`config.mk`:
```
export PLATFORM = sky130hd
export DESIGN_NAME = systolic_tile_scheduler
export DESIGN_NICKNAME = d
export VERILOG_FILES = /design/src/rtl/systolic_tile_scheduler.sv
export SDC_FILE = /design/constraint.sdc
export NUM_CORES = 2
export LEC_CHECK = 0
export ABC_AREA = 1
export CAP_MARGIN = 30
export CELL_PAD_IN_SITES_DETAIL_PLACEMENT = 1
export CELL_PAD_IN_SITES_GLOBAL_PLACEMENT = 2
export CORE_AREA = 2 2 638 640
export DETAILED_ROUTE_END_ITERATION = 7
export DIE_AREA = 0 0 640 642
export GPL_TIMING_DRIVEN = 0
export PLACE_DENSITY = 0.55
export SYNTH_ARGS = -nofsm -noshare
export SYNTH_HDL_FRONTEND = slang
export SYNTH_SLANG_ARGS = --single-unit
```
`constraint.sdc`:
```
create_clock -name clk -period 5.4 [get_ports clk]
set_input_delay 0.81 -clock clk [delete_from_list [all_inputs] [get_ports clk]]
set_output_delay 0.81 -clock clk [all_outputs]
set_load 0.01 [all_outputs]
```
`src/rtl/systolic_tile_scheduler.sv`:
```
// rtl/systolic_tile_scheduler.sv - tiled GEMM sequencer for a 4x4 output-stationary MAC array
// Walks mi/ni/ki tile loops, feeds A/B tiles to the array and streams accumulated C tiles.

module systolic_tile_scheduler #(
  parameter int AW    = 8,
  parameter int BW    = 8,
  parameter int ACCW  = 32,
  parameter int TW    = 8,
  parameter int ADDRW = 16
) (
  input  logic                clk,
  input  logic                rst_n,
  input  logic                cmd_valid,
  output logic                cmd_ready,
  input  logic [TW-1:0]       cmd_m_tiles,
  input  logic [TW-1:0]       cmd_n_tiles,
  input  logic [TW-1:0]       cmd_k_tiles,
  output logic                a_rd_en,
  output logic [ADDRW-1:0]    a_rd_addr,
  input  logic [16*AW-1:0]    a_rd_data,
  output logic                b_rd_en,
  output logic [ADDRW-1:0]    b_rd_addr,
  input  logic [16*BW-1:0]    b_rd_data,
  output logic                arr_start,
  output logic [16*AW-1:0]    arr_a,
  output logic [16*BW-1:0]    arr_b,
  input  logic                arr_done,
  input  logic [16*ACCW-1:0]  arr_c,
  output logic                c_valid,
  input  logic                c_ready,
  output logic [16*ACCW-1:0]  c_data,
  output logic [TW-1:0]       c_mi,
  output logic [TW-1:0]       c_ni,
  output logic                c_last,
  output logic                job_done,
  output logic                busy
);

  localparam logic [2:0] S_IDLE  = 3'd0;
  localparam logic [2:0] S_FETCH = 3'd1;
  localparam logic [2:0] S_WDATA = 3'd2;
  localparam logic [2:0] S_START = 3'd3;
  localparam logic [2:0] S_WDONE = 3'd4;
  localparam logic [2:0] S_ACCUM = 3'd5;
  localparam logic [2:0] S_OUT   = 3'd6;
  localparam logic [2:0] S_DONE  = 3'd7;

  localparam logic [TW-1:0] L_ONE = TW'(1);

  logic [2:0]          r_state;
  logic                r_rdy;
  logic [TW-1:0]       r_mt;
  logic [TW-1:0]       r_nt;
  logic [TW-1:0]       r_kt;
  logic [TW-1:0]       r_mi;
  logic [TW-1:0]       r_ni;
  logic [TW-1:0]       r_ki;
  logic [16*AW-1:0]    r_arr_a;
  logic [16*BW-1:0]    r_arr_b;
  logic [16*ACCW-1:0]  r_psum;

  logic w_last_k;
  logic w_last_n;
  logic w_last_m;
  logic w_zero_cmd;

  assign w_last_k   = (r_ki == r_kt - L_ONE);
  assign w_last_n   = (r_ni == r_nt - L_ONE);
  assign w_last_m   = (r_mi == r_mt - L_ONE);
  assign w_zero_cmd = (cmd_m_tiles == '0) || (cmd_n_tiles == '0) || (cmd_k_tiles == '0);

  // Addresses wrap modulo 2^ADDRW; the job is required to fit.
  assign a_rd_addr = ADDRW'(r_mi) * ADDRW'(r_kt) + ADDRW'(r_ki);
  assign b_rd_addr = ADDRW'(r_ki) * ADDRW'(r_nt) + ADDRW'(r_ni);

  assign cmd_ready = r_rdy && (r_state == S_IDLE);
  assign busy      = (r_state != S_IDLE);
  assign a_rd_en   = (r_state == S_FETCH);
  assign b_rd_en   = (r_state == S_FETCH);
  assign arr_start = (r_state == S_START);
  assign arr_a     = r_arr_a;
  assign arr_b     = r_arr_b;
  assign c_valid   = (r_state == S_OUT);
  assign c_data    = r_psum;
  assign c_mi      = r_mi;
  assign c_ni      = r_ni;
  assign c_last    = c_valid && w_last_m && w_last_n;
  assign job_done  = (r_state == S_DONE);

  always_ff @(posedge clk or negedge rst_n) begin
    if (!rst_n) begin
      r_state <= S_IDLE;
      r_rdy   <= 1'b0;
      r_mt    <= '0;
      r_nt    <= '0;
      r_kt    <= '0;
      r_mi    <= '0;
      r_ni    <= '0;
      r_ki    <= '0;
      r_arr_a <= '0;
      r_arr_b <= '0;
      r_psum  <= '0;
    end else begin
      r_rdy <= 1'b1;
      case (r_state)
        S_IDLE: begin
          if (cmd_valid && r_rdy) begin
            r_mt    <= cmd_m_tiles;
            r_nt    <= cmd_n_tiles;
            r_kt    <= cmd_k_tiles;
            r_mi    <= '0;
            r_ni    <= '0;
            r_ki    <= '0;
            r_state <= w_zero_cmd ? S_DONE : S_FETCH;
          end
        end
        S_FETCH: r_state <= S_WDATA;
        S_WDATA: begin
          r_arr_a <= a_rd_data;
          r_arr_b <= b_rd_data;
          r_state <= S_START;
        end
        S_START: r_state <= S_WDONE;
        S_WDONE: begin
          // Fold arr_c in on the done cycle so ACCUM only has to pick the next step.
          if (arr_done) begin
            for (int e = 0; e < 16; e++) begin
              r_psum[e*ACCW +: ACCW] <= (r_ki == '0) ? arr_c[e*ACCW +: ACCW]
                                        : r_psum[e*ACCW +: ACCW] + arr_c[e*ACCW +: ACCW];
            end
            r_state <= S_ACCUM;
          end
        end
        S_ACCUM: begin
          if (w_last_k) begin
            r_state <= S_OUT;
          end else begin
            r_ki    <= r_ki + L_ONE;
            r_state <= S_FETCH;
          end
        end
        S_OUT: begin
          if (c_ready) begin
            r_ki <= '0;
            if (w_last_m && w_last_n) begin
              r_state <= S_DONE;
            end else begin
              if (w_last_n) begin
                r_ni <= '0;
                r_mi <= r_mi + L_ONE;
              end else begin
                r_ni <= r_ni + L_ONE;
              end
              r_state <= S_FETCH;
            end
          end
        end
        S_DONE:  r_state <= S_IDLE;
        default: r_state <= S_IDLE;
      endcase
    end
  end

endmodule

```
# Word level (Yosys, flattened, before mapping)
# Cells that the tools add are included.
[classes]
add_sub_neg = 24
multipliers = 2
n_eq_ne = 16
n_mux = 35
n_reduce_logical = 21
[ops]
columns = ["cell", "count"]
rows = [
  ["32-bit adder", 16],
  ["32-bit 2-to-1 mux", 16],
  ["8-bit 2-to-1 mux", 9],
  ["16-bit by 8-bit adder with 16-bit output", 2],
  ["8-bit logical NOT", 4],
  ["8-bit by 8-bit multiplier with 16-bit output", 2],
  ["8-bit one-hot mux with 2 select lines", 2],
  ["8-bit by 1-bit adder with 8-bit output, second input constant", 3],
  ["8-bit equality test", 3],
  ["3-bit one-hot mux with 8 select lines", 1],
  ["8-bit one-hot mux with 3 select lines", 1],
  ["8-bit by 1-bit subtractor with 8-bit output, second input constant", 3],
  ["3-bit 2-to-1 mux", 6],
  ["3-bit equality test, second input constant", 4],
  ["4-bit AND reduction", 2],
  ["3-bit by 2-bit equality test with 1-bit output, second input constant", 2],
  ["2-bit by 1-bit inequality test with 1-bit output, second input constant", 3],
  ["2-bit inequality test, second input constant", 3],
  ["3-bit nonzero test", 2],
  ["1-bit logical AND", 5],
  ["5-bit AND reduction", 1],
  ["2-bit AND reduction", 2],
  ["3-bit by 1-bit equality test with 1-bit output, second input constant", 1],
  ["3-bit logical NOT", 1],
  ["3 further kinds", 4],
]
[word_totals]
reg_bits = 820
in_bits = 797
elab_cells = 109

# Logic depth before layout (Yosys ltp)
[logic_depth]
ltp_word = 6
ltp_mapped = 21
mapped_depth_nobuf = 20

# Worst setup path before layout
# Ideal clock, no wire load.
[synth_path]
path_kind = "register to output"
startpoint = "reg r_mi[6] (netlist: c_mi[6])"
endpoint = "out a_rd_addr[13]"
arrival_time_ps = 4258
required_ps = 4590
path_slack_ps = 332
path_stages_with_launch = 17
path_buffers = 1
path_cell_list = "dfrtp_1 > buf_1 > nand2_1 > fa_1 > inv_1 > fa_1 > inv_1 > fa_1 > fa_1 > inv_1 > ha_1 > a21oi_1 > nand2_1 > a21boi_0 > o21ai_0 > a31oi_1 > xor2_1"
[synth_between]
elab_chain_cells = 2
[synth_rtl]
columns = ["item", "line_no", "rtl"]
rows = [
  ["start, declared", "55", "logic [TW-1:0] r_mi;"],
  ["start signal, assigned", "150", "r_mi <= r_mi + L_ONE;"],
  ["8-bit by 8-bit multiplier with 16-bit output", "73", "assign a_rd_addr = ADDRW'(r_mi) * ADDRW'(r_kt) + ADDRW'(r_ki);"],
  ["16-bit by 8-bit adder with 16-bit output", "73", ""],
  ["end, declared", "19", "output logic [ADDRW-1:0] a_rd_addr,"],
]
# No other way between the ends.

# Worst setup path in the final report
# Ends and elaborated chain as after synthesis.

==> run summary <==
After clock tree synthesis, the clock-pin slew on the worst setup and hold paths is 0.05 ns. The total area of multi-input combinational cells was 47500 sq um. Clock tree synthesis selected as its root buffer the cell clkbuf_16.

The fraction of met1 tracks used by global routing came out at 26.9%. The worst setup path is captured at an output pin. The most frequently used flop master after synthesis was dfrtp_1. Setup violations remaining at the end of the flow were counted as 17.

Leaving out fill and tap cells, the most frequent cell in the layout is nand2_1. The tools report the area inside the core boundary as 404000 sq um. The run gives 4.59 ns as the data required time at the worst endpoint.

The Yosys step of the flow raised 0 warnings. TritonCTS built the clock tree. The number of antenna violations at the first check in global routing was 199; the first-pass detailed-route iteration total was 7.

The most utilized layer in the global route result was met2. The H-tree was split into 4 levels. For the net count after synthesis, the log shows 12900. The logs give 105000 sq um for the cell area after layout and 5.08 ns for the arrival time at the worst endpoint. The die is 640 microns wide.

The actual slew at the worst max-slew pin works out to 1.01 ns. Cells fill 25.9% of the core in the end. In the routed design, unresolved DRC markers number 0.

The critical path startpoint category was a flop. For this configuration, the core starts out at a cell density of 18.4%. The tools report the placed wire-length estimate as 432 mm.

The run gives 24.2% as the overall routing resource usage. The tools report the upper clock frequency limit as 170 MHz. Global routing finished with a remaining overflow of 0. The top cell types in the final layout, fill and taps aside, are nand2_1, clkdlybuf4s50_1, inv_1. No sink is reached through more buffers than the 4 on the longest clock path. The relative slew slack is 32.8%, and the final-report hold violation count is 0.

The flow ran to the end, but the final reports show violations. The type of the worst setup path is reg -> out. The share of the Yosys chip area taken by registers is 27.5%. The die outline area was 411000 sq um.

The peak supply drop was 0.290 mV. The number of storage elements in the synthesis netlist is 820, and the total standard cell area after synthesis is 74500 sq um. For met2 alone, demand over resource in global routing was 43.9%. Global routing consumed, on the met3 layer, 3.50% of the routing resources.

After filler insertion, the fill cell instance count of the layout stands at 49500. After detailed placement, the total cell area comes to 98300 sq um. Hold is met by 0.502 ns. Entering global routing, the biggest net connects 145 pins. The detailed-route wire length per cell was 27.1 microns.

In this run the static leakage power is 51.8 nW. The detail route stage leaves a number of antenna-violating nets equal to 0. Number of enable-type register cells in the synthesized netlist: 0. The later pin in the worst-skew pair is clocked with a latency of 0.92 ns. The routed via count is 84100.

For this block, the initial DRC count from the detailed router was 4135. Cells with a size suffix above 1 make up 7.59% of the layout. Before CTS, the worst setup slack after placement is -1.40 ns. Synthesis instantiated 49 different standard cells from the library. The number of global-route vias before repair is 88700, and the post-route clock period utilization is 109%.

In this run the count of I/O pins placed on the die edge is 1621. The first global-routing pass estimated 706 mm of wire. The number of cell instances on the worst register-to-register path works out to 12.

The tools report the setup skew after layout as 0.123 ns. In the synthesized netlist the async set-or-reset flop fraction comes to 100%. The area growth from synthesis to layout is 40.5%. The tools report the total wire length after detailed routing as 511 mm. The total of max-cap violations was 0.

In this run the core area contains 234 standard-cell rows. Counting I/O delays and the setup requirement, the final critical path takes 5.89 ns. The tightest min-delay check is of the reg -> reg type.

Count of nets after finishing: 14700. The depth of the worst hold-timing path works out to 1. The mean post-synth cell area works out to 6.54 sq um. Count of final max-slew check failures: 0. In the routed layout, each cell is associated on average with a via count of 4.46. Setup repair after global routing could not meet its margin everywhere. The last weighted congestion value of the routability-driven placer is 0.935, and the number of sinks handled by clock tree synthesis is 820. In this run the power density over the cells is 605 nW/um^2.

The run gives -0.489 ns as the worst path setup slack after routing. In this run, CTS created clock tree buffers numbering 137. The highest net fanout along the worst path came out at 6. Registers take 20500 sq um. Port buffering added 1620 buffers. The die height came out at 642 microns. The run gives 11400 as the cell count after synthesis. The checks that failed: setup timing.
==> flip-flops by register name, indices dropped and copies added (netlist names) <==
register / flops
r_state: 3
arr_a: 128
r_ki: 8
r_rdy: 1
r_mt: 8
c_ni: 8
arr_b: 128
r_kt: 8
c_data: 512
r_nt: 8
c_mi: 8
==> synth_stat cells (all sizes together), types with 17 or more instances <==
master | count | area [sq um]
ha | 575 | 7190
inv | 1555 | 5840
xor2 | 156 | 1370
o21ai | 623 | 3140
o211ai | 42 | 315
buf | 202 | 1050
and2 | 61 | 382
o21bai | 71 | 533
nor3 | 97 | 490
a2bb2oi | 17 | 149
mux2 | 261 | 2940
fa | 104 | 2080
nand2 | 3728 | 14000
o21a | 77 | 578
a21oi | 688 | 3440
dfrtp | 820 | 20500
nand3 | 725 | 3650
xnor2 | 78 | 683
nand4 | 55 | 344
a21o | 29 | 218
nor2 | 1269 | 4790
clkbuf | 93 | 349
nor4 | 22 | 138
==> timing repair <==
| action | in CTS | in global routing |
|---|---|---|
| hold buffers | 1 | 0 |
| cloned | 1 | 0 |
| hold endpoints to repair | 51 | 0 |
| resized for setup | 307 | 90 |
| buffers inserted | 53 | 38 |
| setup endpoints to repair | 26 | 23 |
| pin swaps | 59 | 51 |
==> logic make-up (layout without fill, tap and decap cells) <==
family | after synthesis | count (layout) | synth area share, %
simple gates | 5986 | 5986 | 32.3
flops | 820 | 820 | 27.5
xor+xnor | 234 | 234 | 2.75
mux | 261 | 261 | 3.94
fa+ha+maj | 679 | 679 | 12.4
other cells | 1 | 65 | 0.00503
buf+inv | 1850 | 3830 | 9.71
compound gates | 1556 | 1556 | 11.3
==> worst max-delay path: stages (launching register included) <==
cell	delay [ns]
dfrtp_2	0.40
buf_8	0.14
nand2_4	0.05
fa_1	0.52
inv_2	0.04
fa_1	0.52
inv_2	0.04
fa_1	0.48
fa_1	0.54
inv_2	0.06
ha_4	0.25
a21oi_4	0.17
nand2_4	0.08
a21boi_4	0.18
o21ai_4	0.09
a31oi_2	0.25
xor2_2	0.28
buf_6	0.17
==> per-layer routing <==
metal / vias up / part of all wire (%)
li1: 40100 / -
met1: 41300 / 39
met4: 20 / 6.4
met2: 1962 / 51
met5: - / 0.026
met3: 749 / 4.1
==> final timing paths <==
check | slack, ns | endpoint | from
worst max-delay path | -0.49 | a_rd_addr[13] | c_mi[6]
worst min-delay path | 0.50 | arr_b[47] | arr_b[47]
worst max register to register | 1.68 | c_data[311] | r_ki[1]
worst min register to register | 0.50 | arr_b[47] | arr_b[47]
max in group asynchronous | 2.65 | arr_b[13] | rst_n
min in group asynchronous | 0.52 | c_ni[2] | rst_n
==> stage by stage <==
stage / TNS (ns) / std cells / power [mW]
detailed placement: -15.70 / 18500 / 54.2
global placement: - / 18400 / 53.5
CTS: -5.90 / 18800 / 64.5
finish: -4.07 / 18900 / 63.4
floorplan: 0 / 11400 / 32.5
global route: -7.50 / 18800 / 68.3
==> power breakdown <==
group,internal [mW],switching [mW],leakage (nW),total (mW)
combinational,15.3,26.5,39.7,41.8
clock,5.62,3.95,2.21,9.57
sequential,9.04,2.96,9.96,12.0
==> cell type report <==
class                      count  share of cell area, %
clock inverter                40                  0.575
buffer                       286                   1.49
clock buffer                 201                   3.75
antenna                       64                  0.153
timing repair buffer        1748                   16.9
tap                         5428                   6.49
sequential                   820                   19.6
inverter                    1555                   5.58
multi-input combinational   8717                   45.4
(Power assumes the default switching activity.)
